--- config.mk ---
export PLATFORM = sky130hd
export DESIGN_NAME = imem_boot_loader
export DESIGN_NICKNAME = d
export VERILOG_FILES = /design/src/rtl/imem_boot_loader.sv
export SDC_FILE = /design/constraint.sdc
export NUM_CORES = 1
export LEC_CHECK = 0
export BUFFER_PORTS_ARGS = -buffer_cell sky130_fd_sc_hd__clkbuf_2
export CAP_MARGIN = 20
export CORE_UTILIZATION = 57
export DETAILED_ROUTE_END_ITERATION = 12
export PLACE_DENSITY = 0.8
export SLEW_MARGIN = 5
export SYNTH_ARGS = -nofsm -noshare
export SYNTH_HDL_FRONTEND = slang
export SYNTH_SLANG_ARGS = --single-unit
export TNS_END_PERCENT = 100
--- constraint.sdc ---
create_clock -name CLK -period 2.9 [get_ports CLK]
set_input_delay 0.58 -clock CLK [delete_from_list [all_inputs] [get_ports CLK]]
set_output_delay 0.58 -clock CLK [all_outputs]
set_load 0.02 [all_outputs]
--- src/rtl/imem_boot_loader.sv ---
// Byte-stream program loader: packs header-counted MSB-first bytes into 32-bit words written from address 0.
// A word is written the cycle after its 4th byte; rx_ready is low in CHECK/WRITE/DONE/ERROR, and the core stays in reset until DONE.
module imem_boot_loader #(
   parameter int INSTRUCTION_WIDTH = 32,
   parameter int MAX_WORDS         = 256
) (
   input  logic                         CLK,
   input  logic                         Reset,
   input  logic [7:0]                   rx_data,
   input  logic                         rx_valid,
   output logic                         rx_ready,
   output logic                         IMemWE,
   output logic [INSTRUCTION_WIDTH-1:0] IMemA,
   output logic [INSTRUCTION_WIDTH-1:0] IMemWD,
   output logic                         core_reset_n,
   output logic                         done,
   output logic                         error
);

   localparam logic [2:0] HDR_HI = 3'd0;
   localparam logic [2:0] HDR_LO = 3'd1;
   localparam logic [2:0] CHECK  = 3'd2;
   localparam logic [2:0] LOAD   = 3'd3;
   localparam logic [2:0] WRITE  = 3'd4;
   localparam logic [2:0] DONE   = 3'd5;
   localparam logic [2:0] ERROR  = 3'd6;

   localparam logic [15:0] MAX_N = 16'(MAX_WORDS);

   logic [2:0]                   state_q, state_d;
   logic [15:0]                  word_count_q, word_count_d;
   logic [15:0]                  word_idx_q, word_idx_d;
   logic [1:0]                   byte_cnt_q, byte_cnt_d;
   logic [INSTRUCTION_WIDTH-1:0] asm_q, asm_d;
   logic                         rx_ready_q, we_q, done_q, error_q, core_rst_n_q;
   logic [INSTRUCTION_WIDTH-1:0] imem_a_q, imem_wd_q;
   logic [17:0]                  byte_addr;
   logic                         xfer;

   assign xfer      = rx_valid && rx_ready_q;
   assign byte_addr = {word_idx_q, 2'b00};

   always_comb begin
      state_d      = state_q;
      word_count_d = word_count_q;
      word_idx_d   = word_idx_q;
      byte_cnt_d   = byte_cnt_q;
      asm_d        = asm_q;
      case (state_q)
         HDR_HI: if (xfer) begin
            word_count_d[15:8] = rx_data;
            state_d            = HDR_LO;
         end
         HDR_LO: if (xfer) begin
            word_count_d[7:0] = rx_data;
            state_d           = CHECK;
         end
         CHECK: begin
            if (word_count_q == 16'd0 || word_count_q > MAX_N) begin
               state_d = ERROR;
            end else begin
               state_d    = LOAD;
               word_idx_d = 16'd0;
               byte_cnt_d = 2'd0;
            end
         end
         LOAD: if (xfer) begin
            asm_d      = {asm_q[INSTRUCTION_WIDTH-9:0], rx_data};
            byte_cnt_d = byte_cnt_q + 2'd1;
            if (byte_cnt_q == 2'd3) state_d = WRITE;
         end
         WRITE: begin
            word_idx_d = word_idx_q + 16'd1;
            byte_cnt_d = 2'd0;
            state_d    = (word_idx_q + 16'd1 == word_count_q) ? DONE : LOAD;
         end
         default: state_d = state_q;
      endcase
   end

   // Output flops are loaded from the next state so they line up with the state register.
   always_ff @(posedge CLK or negedge Reset) begin
      if (!Reset) begin
         state_q      <= HDR_HI;
         word_count_q <= '0;
         word_idx_q   <= '0;
         byte_cnt_q   <= '0;
         asm_q        <= '0;
         rx_ready_q   <= 1'b0;
         we_q         <= 1'b0;
         imem_a_q     <= '0;
         imem_wd_q    <= '0;
         done_q       <= 1'b0;
         error_q      <= 1'b0;
         core_rst_n_q <= 1'b0;
      end else begin
         state_q      <= state_d;
         word_count_q <= word_count_d;
         word_idx_q   <= word_idx_d;
         byte_cnt_q   <= byte_cnt_d;
         asm_q        <= asm_d;
         rx_ready_q   <= (state_d == HDR_HI) || (state_d == HDR_LO) || (state_d == LOAD);
         we_q         <= (state_d == WRITE);
         done_q       <= (state_d == DONE);
         error_q      <= (state_d == ERROR);
         core_rst_n_q <= (state_d == DONE);
         if (state_d == WRITE && state_q == LOAD) begin
            imem_a_q  <= INSTRUCTION_WIDTH'(byte_addr);
            imem_wd_q <= asm_d;
         end
      end
   end

   assign rx_ready     = rx_ready_q;
   assign IMemWE       = we_q;
   assign IMemA        = imem_a_q;
   assign IMemWD       = imem_wd_q;
   assign core_reset_n = core_rst_n_q;
   assign done         = done_q;
   assign error        = error_q;

endmodule

---- Yosys cells after proc, flatten, opt, wreduce, memory -nomap -nowiden ----
Cells that the tools add are included.
operators by class
  muxes and demuxes ....................... 14
  equality and inequality tests ........... 13
  $add $sub $neg .......................... 2
  $lt $le $gt $ge ......................... 1
  reduce and logical (&&, ||, !) cells .... 14
operators by type and width
  operator                                                        number
  2-to-1 mux 32 bit                                               2
  case mux 16 bit (2 select lines)                                1
  2-to-1 mux 3 bit                                                6
  adder 16 x 1 -> 16 bit, second input constant                   1
  == test 16 bit                                                  1
  greater-than comparator 16 x 9 -> 1 bit, second input constant  1
  logical NOT 16 bit                                              1
  2-to-1 mux 16 bit                                               1
  case mux 3 bit (5 select lines)                                 1
  == test 3 bit, second input constant                            4
  == test 3 x 2 -> 1 bit, second input constant                   3
  == test 3 x 1 -> 1 bit, second input constant                   2
  logical NOT 3 bit                                               2
  case mux 2 bit (3 select lines)                                 1
  AND reduction 2 bit                                             3
  2-to-1 mux 2 bit                                                2
  inequality test 2 bit, second input constant                    2
  logical OR 1 bit                                                3
  AND reduction 3 bit                                             1
  nonzero test 3 bit                                              1
  adder 2 x 1 -> 2 bit, second input constant                     1
  == test 2 bit, second input constant                            1
  logical AND 1 bit                                               2
  nonzero test 2 bit                                              1
storage, ports and cells
  input bits .............................. 11
  output and inout port bits .............. 69
  logic and storage cells ................. 56
  register bits after elaboration ......... 121

---- Logic depth before layout (Yosys ltp) ----
Gate-level depths: netlist (run 1).
  word-level depth ........................ 7
  depth in mapped cells ................... 8
  mapped depth without buffers ............ 7

---- Worst setup path after synthesis (run 1) ----
OpenSTA, ideal clock, no wires.
  path kind ............................... in2reg
  start point ............................. input rx_valid
  end point ............................... register imem_wd_q[22] (netlist: IMemWD[22])
  slack ................................... 643 ps
  data arrival time ....................... 2133 ps
  required time ........................... 2775 ps
  setup time .............................. 125 ps
  stages on the path ...................... 6
  buffers on the path ..................... 2
  path through ............................ and3_1 and3_1 clkbuf_1 buf_1 mux2_2 mux2_2
on the way
  elaborated cells between the ends (all ways) .. 9
RTL lines
  element               RTL line  RTL
  from (decl)           10        input logic rx_valid,
  logical AND 1 bit     40        assign xfer = rx_valid && rx_ready_q;
  2-to-1 mux 32 bit     67        LOAD: if (xfer) begin
  2-to-1 mux 32 bit     49        case (state_q)
  via asm_d[22]         34        logic [INSTRUCTION_WIDTH-1:0] asm_q, asm_d;
  to (signal assigned)  109       imem_wd_q <= asm_d;
  to (decl)             36        logic [INSTRUCTION_WIDTH-1:0] imem_a_q, imem_wd_q;
The timed path passes the listed nets, and every way through them passes these cells.
A chain may end at the register's enable or synchronous reset.

---- Final worst setup path (run 1) ----
  start point ............................. register word_count_q[9]
  end point ............................... register word_idx_q[10]
on the way
  longest elaborated chain between the ends .. 4
  elaborated cells between the ends (all ways) .. 5
RTL lines
  element                                                                               RTL line  RTL
  from (decl)                                                                           31        logic [15:0] word_count_q, word_count_d;
  from (signal assigned)                                                                98        word_count_q <= word_count_d;
  greater-than comparator 16 x 9 -> 1 bit / logical NOT 16 bit (equally long branches)  59        if (word_count_q == 16'd0 || word_count_q > MAX_N) begin
  logical OR 1 bit *                                                                    59
  inequality test 2 bit (no source line) *                                              --
  AND reduction 2 bit (no source line) *                                                --
  to (signal assigned)                                                                  99        word_idx_q <= word_idx_d;
  to (decl)                                                                             32        logic [15:0] word_idx_q, word_idx_d;
Mark *: on every way between the ends. The rest lies on a longest branch, timed or not.

==> results_tabular.tex, run 1 <==
\begin{tabular}{lr}
\hline
Metric & Value \\
\hline
\multicolumn{2}{l}{\textbf{Timing}} \\
Sum Neg Setup Slack & 0 ns \\
Actual slew at the worst max-slew pin & 0.729 ns \\
Slew Limit Fails & 0 \\
RSZ-0062 raised after global routing & no \\
Highest clock frequency the design can meet & 398 MHz \\
Setup Viol. Count Final & 0 \\
Final Hold Viols & 0 \\
Final clock skew & 0.0108 ns \\
Worst max-slew margin expressed relative to the limit & 51.3\% \\
Minimum period implied by the final worst setup slack & $\sim$2.5 ns \\
Part of the cycle the worst path needs & 86.6\% \\
\multicolumn{2}{l}{\textbf{Yosys}} \\
Number of synthesized flops with an enable pin & 0 \\
Share of the synthesized area in the top cell type & a little under three fifths \\
Register bit total from synthesis & 121 \\
Main area contributors after synthesis & dfrtp\_1 (56\%), mux2\_2 (20\%), xnor2\_1 (3.4\%) \\
Share of flip-flops with an asynchronous set or reset after synthesis & 100\% \\
Portion of the post-synthesis area used by sequential elements & 56.0\% \\
Synthesized cell area & about 5400 sq um \\
Count of synthesis-stage warnings from yosys & 0 \\
Mean instance size in the synthesized netlist & about 13 sq um \\
Synthesized netlist cell count & about 420 \\
Most used DFF post-synth & dfrtp\_1 \\
Largest area contributor in the synthesized netlist & dfrtp\_1 \\
Distinct cell type count of the synthesized netlist & 45 \\
\multicolumn{2}{l}{\textbf{Clocking}} \\
CTS hold repair buffers & 0 \\
Max Buffers Root-to-Sink & 2 \\
CTS Buf Count & 17 \\
Library cell used as clock root buffer & clkbuf\_8 \\
Clk\_lat worst skew & 0.52 ns \\
Post-CTS Setup Repair Bufs & 0 \\
TritonCTS clock tree & done \\
Clock Pin Slew Worst Setup and Hold Paths & 0.06 ns \\
Sink Count & approximately 120 \\
Number of H-tree levels & 4 \\
Cells resized by post-CTS repair & 0 \\
\multicolumn{2}{l}{\textbf{Routing}} \\
DR vias & 3579 \\
Total routed wirelength & roughly 11000 um \\
1st-pass router iterations & 7 \\
DR WL/cell & 17.8 um \\
Detail-routed via count per cell & 5.82 \\
Number of nets with antenna violations after routing & 0 \\
Initial DRC Count & between 300 and 400 \\
Post-route DRC & 0 \\
\multicolumn{2}{l}{\textbf{Finish}} \\
Count of antenna diodes in the layout & 0 \\
Net count reported at finish & 504 \\
Layout overhead on the synthesized area & 18.7\% \\
Proportion of layout cells with a drive suffix above 1 & 40.9\% \\
Most common library cell in the layout ignoring fill and taps & dfrtp\_1 \\
Commonest non-fill, non-tap cells in the layout & dfrtp\_1 (121), mux2\_2 (96), clkbuf\_2 (62) \\
\multicolumn{2}{l}{\textbf{Placed design}} \\
Detailed-placement wirelength estimate & 7350 um \\
Routability congestion estimate & 0.943 \\
Number of input and output port buffers inserted & 63 \\
\multicolumn{2}{l}{\textbf{Die}} \\
Floorplan die height & 99.4 um \\
Core Rows & 35 \\
Floorplan die width & 99.4 um \\
Area of the die & between 9000 and 10000 sq um \\
Core Area & between 9000 and 10000 sq um \\
Number of top-level pins & 80 \\
Initial cell density of the core & approximately three fifths \\
\multicolumn{2}{l}{\textbf{Global routing}} \\
GR Layer Usage met1 & between 30\% and 40\% \\
Global-route usage over all layers & 24.4\% \\
Peak-usage layer in the global routing report & met2 \\
Global-route wire length before repair & 18200 um \\
Number of antenna violations at the first check in global routing & 0 \\
Maximum number of pins on one net before global-route repair & 50 \\
Overflow after GRT & 0 \\
Routing usage on met2 & between 30\% and 40\% \\
Grt met3 use & 7.45\% \\
Vias in the first global route & approximately 3600 \\
\multicolumn{2}{l}{\textbf{Power and ir drop}} \\
Net switching component of the power & approximately 1800 uW \\
Static Leak & 0.00311 uW \\
Clock power share & approximately 37\% \\
Share of total power in sequential cells & 40.9\% \\
Share of total power consumed by net switching & 30.4\% \\
Power density over the cells & 945 nW/um\^{}2 \\
Maximum resistive drop on vdd & 0.000606 V \\
Power share of the combinational group & 22.2\% \\
Power consumption & 6060 uW \\
Internal power & 4220 uW \\
\multicolumn{2}{l}{\textbf{Outcome}} \\
Result of the run & completed \\
\multicolumn{2}{l}{\textbf{Worst setup path}} \\
Worst Path Arrival & 2.87 ns \\
Critical path startpoint category & flip-flop \\
Number of stages on the worst setup path & 5 \\
Count of buffer and inverter cells on the critical path & 0 \\
Length in cells of the worst reg-to-reg path & 5 \\
Crit end category & flip-flop \\
CP max stage cell & a21oi\_1 \\
Cells along the critical path & or4\_1 -> a211oi\_1 -> o211ai\_1 -> a21oi\_1 -> a31oi\_1 \\
Worst Path Class, Setup & reg -> reg \\
Crit-path max cell delay & about 0.6 ns \\
CP Max Fanout & 6 \\
Data required time of the critical path & 3.26 ns \\
Family of cells with the greatest summed delay on the critical path & compound AO/OA/AOI/OAI gates \\
\multicolumn{2}{l}{\textbf{Hold path}} \\
Path type of the worst min-delay path & in -> async \\
\multicolumn{2}{l}{\textbf{Run}} \\
Max-cap violations & 0 \\
\hline
\end{tabular}
## power groups by stage
stage               sequential [uW]  combinational, uW  clock [uW]
CTS                            2480               1360        2260
finish                         2480               1350        2240
global placement               2470               1280           0
floorplan                      2530                891           0
detailed placement             2500               1330           0
global route                   2540               1470        2340
## final cells by class
type / instances / area, sq um
Clock buffer: 18 / 428
Fill cell: 630 / 2780
Sequential cell: 121 / 3030
Inverter: 7 / 26.3
Clock inverter: 14 / 208
Tap cell: 111 / 139
Timing Repair Buffer: 71 / 403
Multi-Input combinational cell: 273 / 2180
## synthesized netlist by cell type, types with 3 or more instances
cell / instances
xnor2_1: 21
nand3_1: 7
nor4_1: 6
buf_2: 12
buf_4: 17
nand2_1: 18
clkbuf_1: 6
nor2_1: 17
and3_1: 4
dfrtp_1: 121
o21ai_0: 18
a21oi_1: 12
nand4_1: 7
inv_1: 6
mux2_2: 96
xor2_1: 8
o211ai_1: 3
a31oi_1: 10
## logic make-up (layout without fill, tap and decap cells)
family                   after synthesis  in the layout  share of synthesized area [%]
XOR/XNOR                              29             29                           4.70
flip-flops                           121            121                           56.0
buffers and inverters                 44            110                           4.65
multiplexers                          97             97                           20.2
other                                  1             16                         0.0694
AND/OR/NAND/NOR                       72             72                           7.13
adder cells (fa/ha/maj)                2              2                          0.463
AO/OA/AOI/OAI                         57             57                           6.80
## metrics by stage
step	utilization (%)	worst slack (ns)	hold slack [ns]	std cells	area (sq um)
3_3_place_gp	62.8	0.547	0.464	583	5780
2_1_floorplan	-	0.643	0.284	438	5460
3_5_place_dp	62.8	0.484	0.480	583	5780
4_1_cts	69.8	0.422	0.0878	615	6410
5_1_grt	69.8	0.289	0.120	615	6410
6_report	69.8	0.389	0.0807	615	6410
## worst paths after layout
path / start / slack, ns / endpoint
setup / recovery: word_count_q[9] / 0.39 / word_idx_q[10]
min in group CLK: rx_data[1] / 0.34 / word_count_q[9]
hold / removal: Reset / 0.08 / IMemWD[24]
hold reg to reg: IMemA[15] / 0.48 / IMemA[15]
setup reg to reg: word_count_q[9] / 0.39 / word_idx_q[10]
max in group asynchronous: Reset / 2.09 / IMemWD[25]
## per-layer routing
layer	up-vias	part of all wire, %
li1	1632	-
met1	1765	42
met2	149	49
met3	33	6.3
met4	0	2.4
met5	-	0
## state kept, by name (all words and copies together), names as in the netlist
signal and flops:
byte_cnt_q 2, state_q 3, IMemWD 32, word_count_q 16, core_reset_n 1, error 1, word_idx_q 16, IMemA 16
rx_ready 1, asm_q 32, IMemWE 1
No activity file was read; power rests on OpenSTA's default activity.
==> inputs of run 2 (changes only) <==
--- a/config.mk
+++ b/config.mk
@@ -10,6 +10,7 @@
 export CORE_UTILIZATION = 57
 export DETAILED_ROUTE_END_ITERATION = 12
 export PLACE_DENSITY = 0.8
+export REMOVE_ABC_BUFFERS = 1
 export SLEW_MARGIN = 5
 export SYNTH_ARGS = -nofsm -noshare
 export SYNTH_HDL_FRONTEND = slang
==> run 2 against run 1 <==
- sequential share of layout area rose by 0.38 points
- combinational power hardly changed
- critical path depth unchanged
- global-route usage decreased by 1.7 points
- final cell count shrank 0.16%
- register-to-register slack improved by 0.05 ns
- power shrank 3.0%
- clock power is 8% lower
- core utilization down 0.56 points
- clock skew decreased by 0.0021 ns
- first-iteration DRC count up 3.8%
- non-clock buffer count is 1 lower
- critical path type unchanged
- largest cell class unchanged
- highest routed layer unchanged
==> results_tabular.tex, run 2 (synthesized netlist as in run 1, its figures left out) <==
\begin{tabular}{lr}
\hline
Metric & Value \\
\hline
\multicolumn{2}{l}{\textbf{Outcome}} \\
Result of the run & completed \\
\multicolumn{2}{l}{\textbf{Finish}} \\
Proportion of layout cells with a drive suffix above 1 & 40.4\% \\
Layout overhead on the synthesized area & 17.7\% \\
Final Util & 69.2\% \\
Count of antenna diodes in the layout & 0 \\
Commonest non-fill, non-tap cells in the layout & dfrtp\_1 (121), mux2\_2 (96), clkbuf\_2 (62) \\
Net count reported at finish & between 500 and 600 \\
Most common library cell in the layout ignoring fill and taps & dfrtp\_1 \\
Fill cell total of the finished layout & 639 \\
Post-route standard cell area excluding fillers & 6360 sq um \\
\multicolumn{2}{l}{\textbf{Worst setup path}} \\
Critical path startpoint category & flip-flop \\
CP Max Fanout & 6 \\
Crit end category & flip-flop \\
Worst Path Arrival & 2.82 ns \\
Data required time of the critical path & 3.26 ns \\
Worst Path Class, Setup & reg -> reg \\
\multicolumn{2}{l}{\textbf{Placed design}} \\
Number of input and output port buffers inserted & 63 \\
Post-placement setup slack & 0.488 ns \\
Detailed-placement wirelength estimate & 6920 um \\
Routability congestion estimate & 0.920 \\
Post-Place Cell Area & 5770 sq um \\
\multicolumn{2}{l}{\textbf{Die}} \\
Initial cell density of the core & 58.8\% \\
Number of top-level pins & 80 \\
Core Rows & 35 \\
Area of the die & 9880 sq um \\
Floorplan die width & 99.4 um \\
Floorplan die height & 99.4 um \\
Core Area & just over 9000 sq um \\
\multicolumn{2}{l}{\textbf{Routing}} \\
Number of nets with antenna violations after routing & 0 \\
Total routed wirelength & 10400 um \\
1st-pass router iterations & 6 \\
Post-route DRC & 0 \\
DR vias & 3592 \\
DR WL/cell & 16.9 um \\
Detail-routed via count per cell & 5.85 \\
Initial DRC Count & 327 \\
\multicolumn{2}{l}{\textbf{Global routing}} \\
GR Layer Usage met1 & 30.0\% \\
Global-route usage over all layers & 22.7\% \\
Maximum number of pins on one net before global-route repair & 56 \\
Overflow after GRT & 0 \\
Global-route wire length before repair & 17100 um \\
Grt met3 use & 6.18\% \\
Vias in the first global route & 3496 \\
Routing usage on met2 & 34.9\% \\
Number of antenna violations at the first check in global routing & 0 \\
Peak-usage layer in the global routing report & met2 \\
\multicolumn{2}{l}{\textbf{Clocking}} \\
Cells resized by post-CTS repair & 0 \\
Clk\_lat worst skew & 0.51 ns \\
Max Buffers Root-to-Sink & 2 \\
Sink Count & 121 \\
Number of H-tree levels & 4 \\
Clock Pin Slew Worst Setup and Hold Paths & 0.06 ns \\
Library cell used as clock root buffer & clkbuf\_8 \\
Post-CTS Setup Repair Bufs & 0 \\
CTS Buf Count & 17 \\
CTS hold repair buffers & 0 \\
TritonCTS clock tree & done \\
\multicolumn{2}{l}{\textbf{Timing}} \\
Final worst slack & 0.439 ns \\
Slew Limit Fails & 0 \\
Setup Viol. Count Final & 0 \\
Minimum period implied by the final worst setup slack & 2.46 ns \\
Worst max-slew margin expressed relative to the limit & 48.0\% \\
Sum Neg Setup Slack & 0 ns \\
Hold slack & 0.136 ns \\
Final Hold Viols & 0 \\
Part of the cycle the worst path needs & 84.9\% \\
Final clock skew & 0.00868 ns \\
Highest clock frequency the design can meet & 406 MHz \\
Actual slew at the worst max-slew pin & 0.777 ns \\
RSZ-0062 raised after global routing & no \\
\multicolumn{2}{l}{\textbf{Power and ir drop}} \\
Maximum resistive drop on vdd & 0.000624 V \\
Static Leak & slightly above 0.003 uW \\
Power density over the cells & between 900 and 1000 nW/um\^{}2 \\
\multicolumn{2}{l}{\textbf{Hold path}} \\
Path type of the worst min-delay path & in -> async \\
\multicolumn{2}{l}{\textbf{Run}} \\
Max-cap violations & 0 \\
\hline
\end{tabular}
==> run 2: changes by cell type in the layout (fill, tap and decap cells not counted) <==
cell	delta
clkinv_2	+1
buf_4	-1
inv_6	-3
inv_8	-1
bufinv_16	-1
clkinvlp_4	+1
clkbuf_1	+2
clkbuf_8	-1
clkinv_4	+2
==> run 2: final cells by class <==
cell class | count | area (sq um) | area share (%)
clock buffers | 19 | 422 | 6.63
clock inverters | 13 | 170 | 2.67
inverters | 7 | 26.3 | 0.413
multi-input cells | 273 | 2180 | 34.3
flip-flops and latches | 121 | 3030 | 47.6
well taps | 111 | 139 | 2.18
repair buffers | 70 | 395 | 6.21
==> run 2: worst paths after layout <==
kind | start | endpoint | cells after the start | slack (ns)
min | Reset | IMemA[10] | 1 | 0.14
min reg2reg | IMemA[15] | IMemA[15] | 2 | 0.49
max | word_count_q[14] | word_idx_q[7] | 5 | 0.44
max in group asynchronous | Reset | IMemWD[23] | 2 | 2.05
min in group CLK | rx_data[4] | word_count_q[4] | 2 | 0.35
max reg2reg | word_count_q[14] | word_idx_q[7] | 5 | 0.44
==> run 2: report_power, final <==
group / internal [uW] / leakage, uW / switching (uW)
combinational: 652 / 0.00119 / 696
clock: 1320 / 0.000279 / 758
sequential: 2130 / 0.00161 / 326
==> run 2: per-stage QoR <==
stage,total power (uW),cells
2_1_floorplan,3380,401
3_3_place_gp,3740,582
3_5_place_dp,3810,582
4_1_cts,5920,614
5_1_grt,6160,614
6_report,5880,614
==> run 2: worst max-delay path, stage by stage (launching register included) <==
cell	delay (ns)
dfrtp_1	0.47
or4_1	0.51
a211oi_1	0.32
o211ai_1	0.20
a21oi_1	0.64
a31oi_1	0.17
==> run 2: routing by layer <==
layer	up-vias	wire length, um
li1	1631	-
met1	1759	4500
met2	171	4960
met3	31	632
met4	0	267
met5	-	0
